File: src/rtl/seq_priority_encoder_16x4.sv
// Sequential 16-to-4 priority encoder: captures a multi-hot request vector and
// emits the code of every set bit, highest bit (lowest code) first, one per handshake.
module seq_priority_encoder_16x4 #(
  parameter int CODE_W = 4
) (
  input  logic        clk,
  input  logic        rst,
  input  logic        req_vld,
  input  logic [15:0] req_vec,
  output logic        req_rdy,
  output logic        code_vld,
  output logic [3:0]  code,
  output logic        code_last,
  input  logic        code_rdy,
  output logic [4:0]  pend_cnt,
  output logic        zero_err
);

  typedef enum logic [0:0] {
    IDLE = 1'b0,
    EMIT = 1'b1
  } state_t;

  state_t      state_r, state_s;
  logic [15:0] pending_r, pending_s;
  logic        code_vld_r, code_vld_s;
  logic [3:0]  code_r, code_s;
  logic        code_last_r, code_last_s;
  logic [4:0]  pend_cnt_r, pend_cnt_s;
  logic        zero_err_r, zero_err_s;
  logic [15:0] cleared_s;

  // Code of the highest set bit; code c maps to vector bit 15-c.
  function automatic logic [3:0] top_code(input logic [15:0] v);
    logic [3:0] res;
    res = 4'd0;
    for (int c = 15; c >= 0; c--) begin
      if (v[15-c]) begin
        res = c[3:0];
      end
    end
    return res;
  endfunction

  function automatic logic [4:0] popcount(input logic [15:0] v);
    logic [4:0] cnt;
    cnt = 5'd0;
    for (int i = 0; i < 16; i++) begin
      cnt = cnt + {4'd0, v[i]};
    end
    return cnt;
  endfunction

  assign req_rdy   = (state_r == IDLE) & ~rst;
  assign code_vld  = code_vld_r;
  assign code      = code_r;
  assign code_last = code_last_r;
  assign pend_cnt  = pend_cnt_r;
  assign zero_err  = zero_err_r;

  // Pending vector with the currently presented bit removed.
  assign cleared_s = pending_r & ~(16'h8000 >> code_r);

  // Next-state and next-output computation.
  always_comb begin
    state_s     = state_r;
    pending_s   = pending_r;
    code_vld_s  = code_vld_r;
    code_s      = code_r;
    code_last_s = code_last_r;
    pend_cnt_s  = pend_cnt_r;
    zero_err_s  = 1'b0;
    case (state_r)
      IDLE: begin
        if (req_vld) begin
          if (req_vec != 16'd0) begin
            pending_s   = req_vec;
            state_s     = EMIT;
            code_vld_s  = 1'b1;
            code_s      = top_code(req_vec);
            pend_cnt_s  = popcount(req_vec);
            code_last_s = (popcount(req_vec) == 5'd1);
          end else begin
            zero_err_s = 1'b1;
          end
        end else begin
          zero_err_s = 1'b0;
        end
      end
      EMIT: begin
        if (code_rdy) begin
          pending_s  = cleared_s;
          pend_cnt_s = pend_cnt_r - 5'd1;
          if (cleared_s != 16'd0) begin
            code_s      = top_code(cleared_s);
            code_last_s = (pend_cnt_r == 5'd2);
          end else begin
            code_vld_s  = 1'b0;
            code_last_s = 1'b0;
            state_s     = IDLE;
          end
        end else begin
          pending_s = pending_r;
        end
      end
      default: begin
        state_s     = IDLE;
        pending_s   = 16'd0;
        code_vld_s  = 1'b0;
        code_s      = 4'd0;
        code_last_s = 1'b0;
        pend_cnt_s  = 5'd0;
      end
    endcase
  end

  // State and output registers.
  always_ff @(posedge clk or posedge rst) begin
    if (rst) begin
      state_r     <= IDLE;
      pending_r   <= 16'd0;
      code_vld_r  <= 1'b0;
      code_r      <= 4'd0;
      code_last_r <= 1'b0;
      pend_cnt_r  <= 5'd0;
      zero_err_r  <= 1'b0;
    end else begin
      state_r     <= state_s;
      pending_r   <= pending_s;
      code_vld_r  <= code_vld_s;
      code_r      <= code_s;
      code_last_r <= code_last_s;
      pend_cnt_r  <= pend_cnt_s;
      zero_err_r  <= zero_err_s;
    end
  end

endmodule

File: config.mk
export PLATFORM = sky130hd
export DESIGN_NAME = seq_priority_encoder_16x4
export DESIGN_NICKNAME = d
export VERILOG_FILES = /design/src/rtl/seq_priority_encoder_16x4.sv
export SDC_FILE = /design/constraint.sdc
export NUM_CORES = 1
export LEC_CHECK = 0
export ABC_AREA = 1
export BUFFER_PORTS_ARGS = -buffer_cell sky130_fd_sc_hd__buf_2
export CAP_MARGIN = 10
export CORE_ASPECT_RATIO = 1.2
export CORE_MARGIN = 2
export CORE_UTILIZATION = 56
export CTS_CLUSTER_DIAMETER = 60
export DETAILED_ROUTE_END_ITERATION = 8
export HOLD_SLACK_MARGIN = 0.06
export PLACE_DENSITY = 0.83
export RECOVER_POWER = 25
export REMOVE_ABC_BUFFERS = 1
export SYNTH_ARGS = -nofsm -noshare
export SYNTH_HDL_FRONTEND = slang
export SYNTH_SLANG_ARGS = --single-unit
File: constraint.sdc
create_clock -name clk -period 3.1 [get_ports clk]
set_clock_uncertainty 0.05 [all_clocks]
set_input_delay 0.31 -clock clk [delete_from_list [all_inputs] [get_ports clk]]
set_output_delay 0.31 -clock clk [all_outputs]
set_load 0.01 [all_outputs]
==> results by group <==
Logic synthesis
  • XOR/XNOR Fraction of Synth Area: 0.0107
  • Adder-cell area share of the yosys netlist: 0.133
  • Seq/Total Area, Yosys: 0.296
  • Async SR Flop Fraction: 1.00
  • Synthesized instance count: 321
  • Multiplexer share of the synthesized area: 0
  • Number of synthesized flops with an enable pin: 0
  • Main combinational cell family by area after synthesis: simple AND/OR/NAND/NOR gates
  • Simple-Gate Fraction of Synth Area: 0.236
  • Compound-cell area share of the yosys netlist: 0.207
  • Synth area leader: dfrtp_1
  • Synth unique cells: 37
  • Most instantiated cells after synthesis: 74 x nand2_1, 43 x o21ai_0, 41 x inv_1
  • Post-synth top flop: dfrtp_1
  • Most frequent cell after synthesis: nand2_1
  • #FFs+latches synth: 29
  • Leading post-synthesis cells by cell area: dfrtp_1 30%, nand2_1 11%, o21ai_0 8.8%, fa_1 8.2%, inv_1 6.3%
  • Syn Std Cell Area: 2450 sq um
  • Top cell type's share of synthesized area: 0.296
  • Syn Area/Cell: 7.63 sq um
  • Synth warn: 0

Global routing
  • First-pass GRT wire length: 10700 um
  • GRT Util Overall: 0.281
  • GRT overflow: 0
  • Largest net degree at the start of global routing: 45
  • Vias in the first global route: 2319
  • Initial antenna violation count: 0

Timing
  • Fin crit period: 3.53 ns
  • Unrepaired setup endpoints after global routing: yes
  • Max Transition Viols Final: 30
  • Setup TNS: -1.90 ns
  • Fin crit share: 1.14
  • Worst-Margin Slew: 1.69 ns
  • Achievable Freq: 283 MHz
  • # setup viols final: 5
  • Slew headroom: -0.130
  • Final hold slack: 0.203 ns
  • Setup ws final: -0.432 ns
  • Final hold viol count: 0

Status
  • Outcome: finished with violations
  • Failing checks: capacitance limit, slew limit, setup timing

Finish
  • Nets@finish: 406
  • Layout cell share with drive strength beyond 1: 0.297
  • Area grow syn2layout: 19.3%
  • Diodes inserted: 0
  • Layout filler cell count: 332

Worst hold path
  • Worst min path class: input port to flop

Clock tree
  • Clock sink count: 29
  • Clock Tree Root: clkbuf_8
  • TritonCTS Buffers: 5
  • Hold buffers post-CTS: 0
  • H-Tree Depth: 2
  • Clock latency on the worst-skew pair: 0.29 ns
  • Clock transition at path regs: 0.07 ns
  • Max Buffers Root-to-Sink: 2
  • CTS tree: built

Route
  • DR iter-0 viols: 267
  • Wire per inst: 15.6 um
  • Drt drc: 0
  • DR vias/cell: 5.69
  • Via count: 2408
  • Pre-antenna DRT Iters: 5
  • Drt total wl: 6590 um
  • Antenna Violating Nets Remaining: 0

Setup path
  • Worst Path Required: 3.27 ns
  • CP peak stage delay: 0.57 ns
  • Worst path slowest cell: fa_2
  • Crit path kind: input port to flop
  • Critical path endpoint category: flop
  • Worst Path Max Fanout: 2
  • Worst EP arrival: 3.70 ns
  • CP startpoint kind: input port
  • Worst path cell trace: buf_2 -> inv_2 -> fa_1 -> fa_1 -> fa_2 -> fa_2 -> inv_2 -> ha_4 -> inv_2 -> fa_2 -> inv_1 -> nor2_1 -> nand3_1 -> a31oi_1

Power
  • Leakage power: 1.45 nW
  • Power Density: 1010 nW/um^2
  • VDD IR max: 427 uV

Placed design
  • Port bufs: 32
  • Post-Place Worst Slack: -0.790 ns
  • Routability Congestion: 0.878
  • HPWL after DPL: 4520 um

Floorplanning
  • Die Height: 76.5 um
  • Area of the core: 4230 sq um
  • Num rows: 26
  • Die width: 64.4 um
  • Die area: 4920 sq um
  • Num ports: 33
  • Initial Utilization: 0.579

Run
  • Max cap viols: 1
cells by family (layout without fill, tap and decap cells):
kind of cell,Yosys count,after routing
compound gates,80,80
buf+inv,60,106
simple gates,129,129
xor+xnor,3,3
flops,29,29
fa+ha+maj,20,20
cell usage in the layout, fill, tap and decap left out, drive strengths merged, types with 2 or more instances in the layout:
cell type / n
a21oi: 11
clkbuf: 9
nand2: 79
a31oi: 4
o211ai: 3
nand4: 3
fa: 10
clkinv: 2
o31ai: 2
xor2: 3
dfrtp: 29
o21ai: 54
nand3: 18
o41ai: 2
ha: 10
nor2: 27
inv: 45
buf: 50
layer usage:
metal,share of wire,vias up,GRT usage,wire [um]
li1,-,1141,-,-
met1,0.39,1113,0.348,2600
met2,0.49,128,0.466,3250
met3,0.074,26,0.0547,488
met4,0.039,0,0.134,257
met5,0,-,0,0
sequential cells by signal (all words and copies together) (netlist names):
name,cells
pend_cnt,5
code,4
code_vld,1
state_r,1
zero_err,1
code_last,1
pending_r,16
final timing paths:
kind	from	endpoint	slack (ns)	cells after the start
setup / recovery	req_vec[5]	code_last	-0.43	14
hold / removal	req_vld	zero_err	0.20	3
setup reg to reg	code[1]	code[0]	0.87	19
hold reg to reg	pending_r[8]	pending_r[8]	0.44	2
max in group asynchronous	rst	pending_r[10]	1.47	3
min in group asynchronous	rst	state_r	0.55	3
timing repair:
item                                    CTS  global route
gates resized for setup                  25            13
setup buffers                             1             2
gates cloned                              0             0
pin swaps                                14            11
endpoints found under the setup margin    5             6
critical path: cells and delay by family:
kind	cells	cell delay (ns)
and+or+nand+nor	2	0.26
adders and majority gates	6	2.66
buffers and inverters	5	0.33
AOI/OAI and AO/OA	1	0.13
metrics by stage:
stage               area, sq um  std cells   util  total power, mW
global placement           2700        412  0.639             2.25
global route               2920        423  0.691             3.18
floorplan                  2340        307      -             1.85
CTS                        2860        421  0.677             2.76
detailed placement         2700        412  0.639             2.32
finish                     2920        423  0.691             2.94
final cells by class:
| type | instances | area, sq um | area share |
|---|---|---|---|
| sequential | 29 | 726 | 0.248 |
| timing repair buffer | 52 | 334 | 0.114 |
| inverter | 46 | 181 | 0.0621 |
| multi-input combinational | 232 | 1510 | 0.516 |
| tap | 56 | 70.1 | 0.0240 |
| clock inverter | 1 | 5.00 | 0.00171 |
| clock buffer | 7 | 96.3 | 0.0330 |
where the power goes:
part	leakage [nW]	switching, mW	internal, mW	total, mW
Clock	0.0542	0.162	0.201	0.363
Combinational	1.04	1.12	0.703	1.83
Sequential	0.360	0.209	0.543	0.753
Note: power is estimated with default switching activity, not from simulation.
